## src/rtl/vga_sync_decoder.sv

```systemverilog
// vga_sync_decoder: recovers column/row counters, display enable and lock status from sampled HSYNC/VSYNC.
// Define SYNC_ERR_COUNT_EN to add the saturating err_count output.
//   state  | meaning
//   SEARCH | waiting for the first frame start, no length checks
//   VERIFY | counting error-free frames toward lock
//   LOCKED | timing matches, display_enable allowed
module vga_sync_decoder #(
    parameter int H_TOTAL     = 800,
    parameter int H_SYNC      = 96,
    parameter int H_BP        = 48,
    parameter int H_ACTIVE    = 640,
    parameter int V_TOTAL     = 521,
    parameter int V_SYNC      = 2,
    parameter int V_BP        = 29,
    parameter int V_ACTIVE    = 480,
    parameter int LOCK_FRAMES = 2
) (
    input  logic        clk,
    input  logic        reset,
    input  logic        pixel_enable,
    input  logic        HSYNC,
    input  logic        VSYNC,
    output logic [11:0] X,
    output logic [11:0] Y,
    output logic        display_enable,
    output logic        frame_start,
    output logic        locked,
`ifdef SYNC_ERR_COUNT_EN
    output logic        sync_error,
    output logic [7:0]  err_count
`else
    output logic        sync_error
`endif
);

    localparam logic [11:0] H_LAST   = 12'(H_TOTAL - 1);
    localparam logic [11:0] V_LAST   = 12'(V_TOTAL - 1);
    localparam logic [11:0] H_SYNC_W = 12'(H_SYNC);
    localparam logic [11:0] V_SYNC_W = 12'(V_SYNC);
    localparam logic [11:0] H_START  = 12'(H_SYNC + H_BP);
    localparam logic [11:0] H_END    = 12'(H_SYNC + H_BP + H_ACTIVE - 1);
    localparam logic [11:0] V_START  = 12'(V_SYNC + V_BP);
    localparam logic [11:0] V_END    = 12'(V_SYNC + V_BP + V_ACTIVE - 1);
    localparam logic [3:0]  LOCK_N   = 4'(LOCK_FRAMES);
    localparam logic [11:0] SAT      = 12'hFFF;

    typedef enum logic [1:0] {SEARCH, VERIFY, LOCKED} state_t;

    state_t      state, state_next;
    logic [3:0]  good_frames, good_next;
    logic        hs_prev, vs_prev, vs_pending, vs_pending_n, line_armed;
    logic [11:0] h_cnt, v_cnt, h_low, v_low;
    logic [11:0] h_cnt_n, v_cnt_n, h_low_n, v_low_n;
    logic        h_fall, h_rise, v_fall, v_rise, fs_hit, checking;
    logic        err_hw, err_line, err_frame, err_vw, err_any;
    logic        h_act_n, v_act_n;

    always_comb begin
        h_fall    = pixel_enable & hs_prev & ~HSYNC;
        h_rise    = pixel_enable & ~hs_prev & HSYNC;
        v_fall    = pixel_enable & vs_prev & ~VSYNC;
        v_rise    = pixel_enable & ~vs_prev & VSYNC;
        fs_hit    = h_fall & (vs_pending | v_fall);
        checking  = (state != SEARCH);
        err_hw    = h_rise & (h_low != H_SYNC_W);
        err_line  = h_fall & checking & line_armed & (h_cnt != H_LAST);
        err_frame = fs_hit & checking & (v_cnt != V_LAST);
        err_vw    = v_rise & (v_low != V_SYNC_W);
        err_any   = err_hw | err_line | err_frame | err_vw;
    end

    always_comb begin
        h_cnt_n      = h_cnt;
        v_cnt_n      = v_cnt;
        h_low_n      = h_low;
        v_low_n      = v_low;
        vs_pending_n = vs_pending;
        if (pixel_enable) begin
            if (h_fall)
                h_cnt_n = '0;
            else if (h_cnt != SAT)
                h_cnt_n = h_cnt + 12'd1;
            if (!HSYNC)
                h_low_n = h_fall ? 12'd1 : ((h_low == SAT) ? h_low : h_low + 12'd1);
            if (fs_hit) begin
                v_cnt_n      = '0;
                vs_pending_n = 1'b0;
            end else begin
                if (h_fall && v_cnt != SAT)
                    v_cnt_n = v_cnt + 12'd1;
                if (v_fall)
                    vs_pending_n = 1'b1;
            end
            // a line start coinciding with the VSYNC edge is the first low line
            if (v_fall)
                v_low_n = h_fall ? 12'd1 : 12'd0;
            else if (h_fall && !VSYNC && v_low != SAT)
                v_low_n = v_low + 12'd1;
        end
        h_act_n = (h_cnt_n >= H_START) && (h_cnt_n <= H_END);
        v_act_n = (v_cnt_n >= V_START) && (v_cnt_n <= V_END);
    end

    always_comb begin
        state_next = state;
        good_next  = good_frames;
        case (state)
            SEARCH: begin
                if (fs_hit) begin
                    state_next = VERIFY;
                    good_next  = '0;
                end
            end
            VERIFY: begin
                if (err_any) begin
                    state_next = SEARCH;
                end else if (fs_hit) begin
                    good_next = good_frames + 4'd1;
                    if (good_frames + 4'd1 == LOCK_N)
                        state_next = LOCKED;
                end
            end
            LOCKED: begin
                if (err_any)
                    state_next = SEARCH;
            end
            default: state_next = SEARCH;
        endcase
    end

    always_ff @(posedge clk) begin
        if (reset) begin
            state          <= SEARCH;
            good_frames    <= '0;
            hs_prev        <= 1'b1;
            vs_prev        <= 1'b1;
            vs_pending     <= 1'b0;
            line_armed     <= 1'b0;
            h_cnt          <= '0;
            v_cnt          <= '0;
            h_low          <= '0;
            v_low          <= '0;
            X              <= '0;
            Y              <= '0;
            display_enable <= 1'b0;
            frame_start    <= 1'b0;
            sync_error     <= 1'b0;
        end else begin
            state       <= state_next;
            good_frames <= good_next;
            vs_pending  <= vs_pending_n;
            h_cnt       <= h_cnt_n;
            v_cnt       <= v_cnt_n;
            h_low       <= h_low_n;
            v_low       <= v_low_n;
            if (pixel_enable) begin
                hs_prev <= HSYNC;
                vs_prev <= VSYNC;
            end
            // the line that ends the SEARCH->VERIFY transition may be partial
            if (state == SEARCH || state_next == SEARCH)
                line_armed <= 1'b0;
            else if (h_fall)
                line_armed <= 1'b1;
            X              <= h_act_n ? (h_cnt_n - H_START) : '0;
            Y              <= v_act_n ? (v_cnt_n - V_START) : '0;
            display_enable <= (state_next == LOCKED) & h_act_n & v_act_n;
            frame_start    <= fs_hit;
            sync_error     <= err_any;
        end
    end

    assign locked = (state == LOCKED);

`ifdef SYNC_ERR_COUNT_EN
    always_ff @(posedge clk) begin
        if (reset)
            err_count <= '0;
        else if (state != LOCKED && state_next == LOCKED)
            err_count <= '0;
        else if (err_any && err_count != 8'hFF)
            err_count <= err_count + 8'd1;
    end
`endif

endmodule

```

## config.mk

```make
export PLATFORM = sky130hd
export DESIGN_NAME = vga_sync_decoder
export DESIGN_NICKNAME = d
export VERILOG_FILES = /design/src/rtl/vga_sync_decoder.sv
export SDC_FILE = /design/constraint.sdc
export NUM_CORES = 1
export LEC_CHECK = 0
export CORE_UTILIZATION = 42
export CTS_CLUSTER_DIAMETER = 150
export DETAILED_ROUTE_END_ITERATION = 10
export GPL_ROUTABILITY_DRIVEN = 0
export HOLD_SLACK_MARGIN = 0.06
export MAX_ROUTING_LAYER = met4
export PLACE_DENSITY = 0.57
export REMOVE_ABC_BUFFERS = 1
export SLEW_MARGIN = 20
export SYNTH_ARGS = -nofsm -noshare
export SYNTH_HDL_FRONTEND = slang
export SYNTH_SLANG_ARGS = --single-unit
```

## constraint.sdc

```tcl
create_clock -name clk -period 4.4 [get_ports clk]
set_clock_uncertainty 0.05 [all_clocks]
set_input_delay 0.88 -clock clk [delete_from_list [all_inputs] [get_ports clk]]
set_output_delay 0.88 -clock clk [all_outputs]
set_load 0.01 [all_outputs]
```

==> metrics, run 1 <==
I/O pins 33; Setup violations, final 0; DP HPWL 7610 µm; DR iter-0 viols 199; Setup Crit Path Kind input port to flip-flop; number of synthesized flops with an enable pin 0; most frequent CP cell inv_1; Final Cycle Share 82.1%; CTS hold repair buffers 0; Horiz. Die Dim 104 µm; Buf+Inv Stages, Crit Path 4; VDD IR max 123 µV; CP required about 4.7 ns; Root Driver clkbuf_8; Arrival @ worst endpoint 3.87 ns; setup TNS 0 ns; WL/cell 14.9 µm; synth-to-layout area growth 15.4%; routed wire length 10400 µm; Layout Nets 577; antenna cells 0; CORE AREA approximately 10000 µm²; FMAX 0.277 GHz; CTS tree yes; Post-Syn Instances 523; Yosys warnings 0; #FFs+latches synth 85; vias in the first global route 3635; Worst setup SP type input port; via count 3879; Worst Setup End Kind flip-flop; count of different cell masters after synthesis 68; max cap viols 0; total power 1440 µW; worst hold path type flip-flop to flip-flop; measured slew at the worst slew-check pin 0.737 ns; CP max stage delay 0.62 ns; Remaining DRCs 0; synthesized area per cell 8.43 µm²; Crit path max-delay family simple AND/OR/NAND/NOR gates; RSZ-0062 raised after global routing false; Seq/Total Area, Yosys roughly two fifths; Num Clock Sinks 85; filler instances 1011; pin count of the biggest net entering global routing 26; Die Height around 100 µm; antenna-violating nets left 0; GRT Total Usage 20.7%; critical-path cell list clkdlybuf4s50_1, and3b_1, o31ai_1, xnor2_1, or2_2, inv_1, ha_1, inv_1, nor4_1, nand2b_1, nand4_1, buf_4, nor2_1; CTS Buf Count 9; WHS 0.452 ns; CTS max path bufs 2; Tmin final roughly 3.6 ns; Final Hold Viols 0; Post-CTS Setup Bufs 0; fraction of registers with async set or reset after synthesis 0%; Pwr Density between 200 and 300 nW/µm²; Reg clk slew, reported paths 0.08 ns; Rows 37; status finished clean; Total Die Area approximately 11000 µm²; IO Port Bufs 32; Worst slew margin 50.4%; Clk Latency, worst-skew pair 0.38 ns; CP max FO 11; 1st-pass router iterations 4; Critical Path Slowest Stage Cell clkdlybuf4s50_1; synthesized area 4410 µm²; first-pass GRT wire length approximately 18000 µm; layout cell share with drive strength beyond 1 7.64%; htree depth 3; DR vias/cell 5.55; initial antenna violation count 0; Initial Util 43.1%; Slew Viols, Final 0; leak pwr 0.00192 µW; final global-route overflow total 0; # resized after CTS 0; top_reg_cell synth dfxtp_1
[power by group]
group / total, µW / switching [µW] / internal (µW)
logic: 86.0 / 55.5 / 30.5
registers: 786 / 9.67 / 777
clock network: 573 / 307 / 265
total: 1440 / 373 / 1070
[layout make-up]
cell class              instances  area (µm²)  area share, %
clock buffers                   9         124           2.43
well taps                     136         170           3.34
repair buffers                 43         403           7.92
multi-input cells             401        2550           50.1
clock inverters                 7        73.8           1.45
flip-flops and latches         85        1700           33.4
inverters                      18        67.6           1.33
[per-stage QoR]
step                      cells  util, %  cell area (µm²)  setup WS (ns)
after global placement      683     47.8             4890          0.437
after global routing        699     49.7             5090          0.555
after detailed placement    683     47.8             4890          0.399
after CTS                   699     49.7             5090          0.779
after floorplan             504        -             4320          0.806
final                       699     49.7             5090          0.787
[layer usage]
metal | wire length [µm] | part of all wire (%) | track usage [%]
met4 | 163 | 1.6 | 7.65
met2 | 4660 | 45 | 30.3
met3 | 397 | 3.8 | 3.88
met1 | 5200 | 50 | 28.1
met5 | 0 | 0 | -
[layout by cell type (no fill, tap or decap), types with 4 or more instances in the layout]
| cell type | synthesis | final |
|---|---|---|
| clkdlybuf4s50_1 | 0 | 32 |
| nand3_1 | 18 | 18 |
| nor3_1 | 10 | 10 |
| nor4_1 | 7 | 7 |
| o211ai_1 | 5 | 5 |
| a21oi_1 | 15 | 15 |
| inv_1 | 18 | 18 |
| a31oi_1 | 6 | 6 |
| o21ai_0 | 12 | 12 |
| a211oi_1 | 5 | 5 |
| o31ai_1 | 4 | 4 |
| xnor2_1 | 16 | 16 |
| clkbuf_8 | 0 | 9 |
| and4_1 | 11 | 11 |
| a211o_1 | 4 | 4 |
| buf_4 | 3 | 11 |
| xor2_1 | 17 | 17 |
| ha_1 | 14 | 14 |
| nand4_1 | 21 | 21 |
| and3_1 | 9 | 9 |
| nand2_1 | 44 | 44 |
| or3_1 | 7 | 7 |
| nor4b_1 | 4 | 4 |
| and2_1 | 5 | 5 |
| mux2i_1 | 8 | 8 |
| nor2_1 | 94 | 94 |
| dfxtp_1 | 85 | 85 |
| nand2b_1 | 7 | 7 |
[registers in the layout, indices dropped and copies added (netlist names), 2 cells and up]
signal / count
h_low: 12
X: 12
h_cnt: 12
Y: 12
v_low: 12
v_cnt: 12
state: 2
good_frames: 4
[cells in the mapped netlist (5+ instances only)]
master	instances	area (µm²)
a211oi_1	5	37.5
a21oi_1	15	75.1
a31oi_1	6	37.5
and2_1	5	31.3
and3_1	9	56.3
and4_1	11	96.3
buf_2	7	35.0
clkbuf_1	8	30.0
dfxtp_1	85	1700
ha_1	14	175
inv_1	18	67.6
mux2i_1	8	80.1
nand2_1	44	165
nand2b_1	7	43.8
nand3_1	18	90.1
nand4_1	21	131
nor2_1	94	353
nor3_1	10	50.1
nor4_1	7	43.8
o211ai_1	5	37.5
o21ai_0	12	60.1
or3_1	7	43.8
xnor2_1	16	140
xor2_1	17	149
[cell families after synthesis]
logic type	share of synthesized area [%]
xor+xnor	6.56
other cells	0.0851
fa+ha+maj	3.97
mux	2.38
compound gates	15.2
simple gates	29.6
flops	38.6
buf+inv	3.60
[path summary, 6_finish.rpt]
| path | to | slack [ns] | depth (start not counted) | start |
|---|---|---|---|---|
| max reg2reg | Y[9] | 0.84 | 13 | v_cnt[1] |
| min reg2reg | line_armed | 0.45 | 1 | line_armed |
| max | Y[9] | 0.79 | 13 | pixel_enable |
| min | line_armed | 0.45 | 1 | line_armed |
No activity file was read; power rests on OpenSTA's default activity.
==> run 2: changes to the inputs <==
Settings changed: PLACE_DENSITY 0.57 to 0.6.
Clock period 4.4 ns to 3.1 ns, I/O delays scaled along.
==> run 2 against run 1 <==
- total power increased by 44%
- wire length increased by 6.4%
- final cell count increased by 9.2%
- sequential share of layout area decreased by 3.2 points
- first-iteration DRC count increased by 42%
- clock power increased by 42%
- cell area increased by 11%
- utilization increased by 5.3 points
- global-route usage increased by 1.5 points
- sequential power increased by 41%
- hold slack improved by 0.0091 ns
- critical path type unchanged
- largest cell class unchanged
==> metrics, run 2 (synthesized netlist as in run 1, its figures left out) <==
status finished clean (unchanged); Critical Path Slowest Stage Cell clkdlybuf4s50_1 (unchanged); Crit path max-delay family simple AND/OR/NAND/NOR gates (unchanged); Reg2Reg Depth 13 (unchanged); multi-input logic area 2590 µm² (was 2550 µm²); worst flop-to-flop path startpoint v_cnt[0] (was v_cnt[1]); total power 2080 µW (was 1440 µW); IO Port Bufs 32 (unchanged); most common cell after layout, fill and taps aside nor2_1 (unchanged); WHS 0.461 ns (was 0.452 ns); CP max FO 11 (unchanged); Worst setup SP type input port (unchanged); Setup Crit Path Kind input port to flip-flop (unchanged); Worst Hold Launch h_low[11] (was line_armed); via count 4212 (was 3879); antenna cells 0 (unchanged); DP HPWL 8110 µm (was 7610 µm); CTS max path bufs 2 (unchanged); Storage cell area 1700 µm² (unchanged); Final Cycle Share 95.9%; initial antenna violation count 0 (unchanged); Rows 37 (unchanged); post-layout util 55.0% (was 49.7%); GRT Total Usage 22.1% (was 20.7%); Total Die Area 10900 µm² (unchanged); Horiz. Die Dim 104 µm (unchanged); CTS Buf Count 9 (unchanged); Slew Viols, Final 0 (unchanged); Setup violations, final 0 (unchanged); Reg clk slew, reported paths 0.08 ns (about the same); Worst Setup End Kind flip-flop (unchanged); filler instances 947 (was 1011); first-pass GRT wire length 18800 µm (was 17600 µm); I/O pins 33 (unchanged); worst r2r dst Y[8] (was Y[9]); max cap viols 0 (unchanged); Layout Nets 641 (was 577); antenna-violating nets left 0 (unchanged); Final Hold Viols 0 (unchanged); critical-path cell list clkdlybuf4s50_1, buf_6, and3b_2, o31ai_1, xnor2_1, or2_2, inv_1, ha_1, inv_1, nor4_4, nand2b_4, nand4_1, buf_6, a21oi_1 (was clkdlybuf4s50_1, and3b_1, o31ai_1, xnor2_1, or2_2, inv_1, ha_1, inv_1, nor4_1, nand2b_1, nand4_1, buf_4, nor2_1); VDD IR max 335 µV (was 123 µV); Arrival @ worst endpoint 3.24 ns (was 3.87 ns); DR iter-0 viols 283 (was 199); CP max stage delay 0.47 ns (was 0.62 ns); Reg2Reg Setup Slack 0.21 ns (was 0.84 ns); layout cell share with drive strength beyond 1 18.0% (was 7.64%); DR vias/cell 5.52 (was 5.55); Root Driver clkbuf_8 (unchanged); final global-route overflow total 0 (unchanged); Clk Latency, worst-skew pair 0.37 ns (was 0.38 ns); vias in the first global route 3964 (was 3635); hold path cells 2 (was 1); Buf+Inv Stages, Crit Path 5 (was 4); Worst slew margin 64.3% (was 50.4%); Pwr Density 369 nW/µm² (was 284 nW/µm²); Die Height 104 µm (unchanged); routed wire length 11100 µm (was 10400 µm); worst hold path endpoint h_low[11] (was line_armed); FMAX 0.336 GHz; 1st-pass router iterations 5 (was 4); synth-to-layout area growth 27.7% (was 15.4%); CTS hold repair buffers 0 (unchanged); CP required 3.37 ns (was 4.66 ns); Tmin final slightly below 3 ns; Remaining DRCs 0 (unchanged); Initial Util 43.1% (unchanged); htree depth 3 (unchanged); measured slew at the worst slew-check pin 0.535 ns (was 0.737 ns); Num Clock Sinks 85 (unchanged); CTS tree yes (unchanged); pin count of the biggest net entering global routing 19 (was 26); leading cell types in the layout, fill and taps excluded nor2_1, dfxtp_1, buf_4 (was nor2_1, dfxtp_1, nand2_1); leak pwr 0.00224 µW (was 0.00192 µW); setup TNS 0 ns (unchanged); WL/cell 14.5 µm (was 14.9 µm); CORE AREA 10200 µm² (unchanged); worst hold path type flip-flop to flip-flop (unchanged)
-- run 2: cell count changes in the layout (fill, tap and decap cells not counted), sizes merged --
| cell | before | now |
|---|---|---|
| clkbuf | 9 | 13 |
| buf | 11 | 75 |
| clkinvlp | 1 | 0 |
| clkinv | 3 | 2 |
| inv | 20 | 18 |
-- run 2: what timing repair did --
| item | in CTS | in global routing |
|---|---|---|
| setup endpoints to repair | 0 | 16 |
| gates resized for setup | 0 | 12 |
| buffers inserted | 0 | 5 |
-- run 2: worst register-to-register path, stage by stage (launching register included) --
cell and delay, ns:
dfxtp_1 0.41, ha_1 0.23, nand4_1 0.16, o31ai_1 0.35
xnor2_1 0.10, or2_2 0.30, inv_1 0.08, ha_1 0.19
inv_1 0.09, nor4_4 0.30, nand2b_4 0.17, nand4_1 0.12
buf_6 0.18, a21oi_1 0.11
-- run 2: how the worst max path moves through the flow --
stage	endpoint	startpoint	depth (start not counted)
floorplan	Y[8]	HSYNC	11
global placement	display_enable	pixel_enable	12
detailed placement	Y[1]	pixel_enable	14
CTS	Y[8]	pixel_enable	14
global route	Y[8]	pixel_enable	14
finish	Y[8]	pixel_enable	14
-- run 2: area by class of cell --
cell class	instances	area share, %
clock buffers	13	2.82
well taps	136	3.02
repair buffers	107	15.9
flip-flops and latches	85	30.2
multi-input cells	401	46.1
inverters	18	1.20
clock inverters	3	0.778
-- run 2: where the power goes --
group	switching, µW	internal [µW]
Sequential	10.6	1100
Combinational	88.9	66.8
Clock	395	417
Total	494	1590
-- run 2: metal layers --
metal / wire length, µm / track usage (%) / vias up / part of all wire [%]
met5: 0 / - / - / 0
met1: 5330 / 28.4 / 1981 / 48
met3: 566 / 6.02 / 22 / 5.1
met4: 218 / 6.73 / 0 / 2.0
li1: - / - / 2081 / -
met2: 4980 / 33.8 / 128 / 45
-- run 2: stage by stage --
stage	setup WS (ns)	instance area (µm²)	std cells
after floorplan	-0.234	4320	504
after global placement	-0.225	5340	743
after detailed placement	-0.370	5340	743
after CTS	0.00868	5540	759
after global routing	-0.00998	5630	763
final	0.128	5630	763
==> run 3: changes to the inputs <==
Settings changed: CORE_ASPECT_RATIO from default to 0.8, CTS_CLUSTER_DIAMETER 150 to default, GPL_TIMING_DRIVEN from default to 0.
==> run 3 against run 2 <==
- wire length down 8.4%
- critical path depth is 4 lower
- cell area shrank 5.6%
- critical endpoint is now X[11]
- largest power group is now clock
- die area barely moved
- highest routed layer unchanged
- largest cell class unchanged
- clock power is 43% higher
- final cell count decreased by 7.5%
- worst setup slack improved by 0.016 ns
==> metrics, run 3 (synthesized netlist as in run 1, its figures left out) <==
CP max FO 8 (was 11); Layout Nets 580 (was 641); CTS max path bufs 2 (unchanged); clock network fraction of total power 48.1% (was 39.0%); Critical Path Source h_cnt[0] (was pixel_enable); DR iter-0 viols 233 (was 283); sequential share of power 46.5% (was 53.5%); switch share 22.6% (was 23.8%); filler instances 1001 (was 947); Area after DPL 4810 µm² (was 5340 µm²); Arrival @ worst endpoint 3.14 ns (was 3.24 ns); Root Driver clkbuf_16 (was clkbuf_8); Worst Slack Setup Final 0.144 ns (was 0.128 ns); Reg2Reg Depth 10 (was 13); Setup Crit Path Kind flip-flop to flip-flop (was input port to flip-flop); Final Hold Viols 0 (unchanged); worst hold path type flip-flop to flip-flop (unchanged); Reg clk slew, reported paths 0.07 ns (was 0.08 ns); FMAX 0.338 GHz (was 0.336 GHz); 1st-pass router iterations 4 (was 5); Rows 33 (was 37); WL/cell 14.4 µm (was 14.5 µm); Total Die Area 10900 µm² (about the same); Initial Util 43.0% (was 43.1%); vias in the first global route 3570 (was 3964); Worst Setup End Kind flip-flop (unchanged); DR vias/cell 5.51 (was 5.52); switching power 545 µW (was 494 µW); htree depth 3 (unchanged); Reg2Reg Setup Slack 0.14 ns (was 0.21 ns); Post-Layout Cell Count 706 (was 763); leading cell types in the layout, fill and taps excluded nor2_1, dfxtp_1, nand2_1 (was nor2_1, dfxtp_1, buf_4); placed insts 676 (was 743); DP HPWL 6850 µm (was 8110 µm); CP endpoint X[11] (was Y[8]); fin area 5320 µm² (was 5630 µm²); CTS hold repair buffers 0 (unchanged); setup TNS 0 ns (unchanged); hold path cells 1 (was 2); internal power 1860 µW (was 1590 µW); measured slew at the worst slew-check pin 0.903 ns (was 0.535 ns); antenna-violating nets left 0 (unchanged); first-pass GRT wire length 17100 µm (was 18800 µm); Die Height 93.6 µm (was 104 µm); Horiz. Die Dim 117 µm (was 104 µm); CP required 3.29 ns (was 3.37 ns); Pwr Density 453 nW/µm² (was 369 nW/µm²); initial antenna violation count 0 (unchanged); CTS tree yes (unchanged); I/O pins 33 (unchanged); post-layout util 51.9% (was 55.0%); Remaining DRCs 0 (unchanged); routed wire length 10200 µm (was 11100 µm); Worst setup SP type flip-flop (was input port); setup slack at placement -2.05 ns (was -0.370 ns); Worst slew margin 38.8% (was 64.3%); antenna cells 0 (unchanged); CTS Buf Count 9 (unchanged); Setup violations, final 0 (unchanged); Num Clock Sinks 85 (unchanged); CORE AREA 10200 µm² (about the same); most common cell after layout, fill and taps aside nor2_1 (unchanged); final global-route overflow total 0 (unchanged); Slew Viols, Final 0 (unchanged); status finished clean (unchanged); leak pwr 0.00200 µW (was 0.00224 µW); worst flop-to-flop path startpoint h_cnt[0] (was v_cnt[0]); pin count of the biggest net entering global routing 27 (was 19); Logic pwr share 5.4% (was 7.5%); Clk Latency, worst-skew pair 0.34 ns (was 0.37 ns); layout cell share with drive strength beyond 1 10.6% (was 18.0%); Tmin final 2.96 ns (was 2.97 ns); IO Port Bufs 32 (unchanged); RSZ-0062 raised after global routing false; worst r2r dst X[11] (was Y[8]); GRT Total Usage 20.4% (was 22.1%); VDD IR max 315 µV (was 335 µV); Final Cycle Share 95.3% (was 95.9%); synth-to-layout area growth 20.6% (was 27.7%); via count 3892 (was 4212); max cap viols 0 (unchanged)
-- run 3: changes by cell type in the layout (fill, tap and decap cells not counted), moves of 2 or more --
| cell | delta |
|---|---|
| dfxtp_1 | -4 |
| clkbuf_8 | -11 |
| dfxtp_2 | +3 |
| clkdlybuf4s50_1 | -3 |
| buf_4 | -59 |
| clkbuf_16 | +9 |
| clkbuf_1 | -2 |
| buf_6 | -3 |
-- run 3: area by class of cell --
class,count,area (µm²),share of cell area (%)
tap,140,175,3.30
inverter,18,67.6,1.27
multi-input combinational,402,2630,49.5
clock inverter,7,98.8,1.86
sequential,85,1710,32.2
timing repair buffer,45,409,7.70
clock buffer,9,225,4.24
-- run 3: worst min path at each step --
stage                     startpoint          to  slack (ns)
after floorplan           line_armed  line_armed        0.41
after global placement    line_armed  line_armed        0.43
after detailed placement  line_armed  line_armed        0.44
after CTS                 line_armed  line_armed        0.45
after global routing      line_armed  line_armed        0.48
final                     line_armed  line_armed        0.45
-- run 3: what timing repair did --
item | 4_1_cts | 5_1_grt
cloned | 1 | 0
resized for setup | 15 | 11
endpoints found under the setup margin | 49 | 22
buffers inserted | 11 | 2
pin swaps | 2 | 3
-- run 3: metal layers --
layer / track usage (%) / part of all wire (%)
met1: 27.1 / 50
met2: 30.9 / 44
met3: 4.67 / 4.4
met4: 6.01 / 1.6
met5: - / 0
-- run 3: critical path, cell delays in order, from the launching register on --
cell and delay (ns):
dfxtp_4 0.40, ha_4 0.18, nand4_4 0.18, nor3_2 0.29
o211ai_1 0.27, ha_1 0.31, o31a_1 0.15, o311a_1 0.36
o31ai_2 0.11, o211ai_4 0.19, a2111oi_2 0.35
-- run 3: per-stage QoR --
stage,hold slack (ns),total power (µW)
after global placement,0.428,1250
after CTS,0.454,2430
after detailed placement,0.438,1250
after global routing,0.483,2500
after floorplan,0.415,1210
final,0.452,2410
-- run 3: power groups by stage --
| stage | logic, µW | clock network (µW) | registers [µW] |
|---|---|---|---|
| after global routing | 145 | 1230 | 1120 |
| after detailed placement | 114 | 0 | 1140 |
| after CTS | 128 | 1190 | 1120 |
| final | 130 | 1160 | 1120 |
| after floorplan | 71.4 | 0 | 1140 |
| after global placement | 113 | 0 | 1140 |
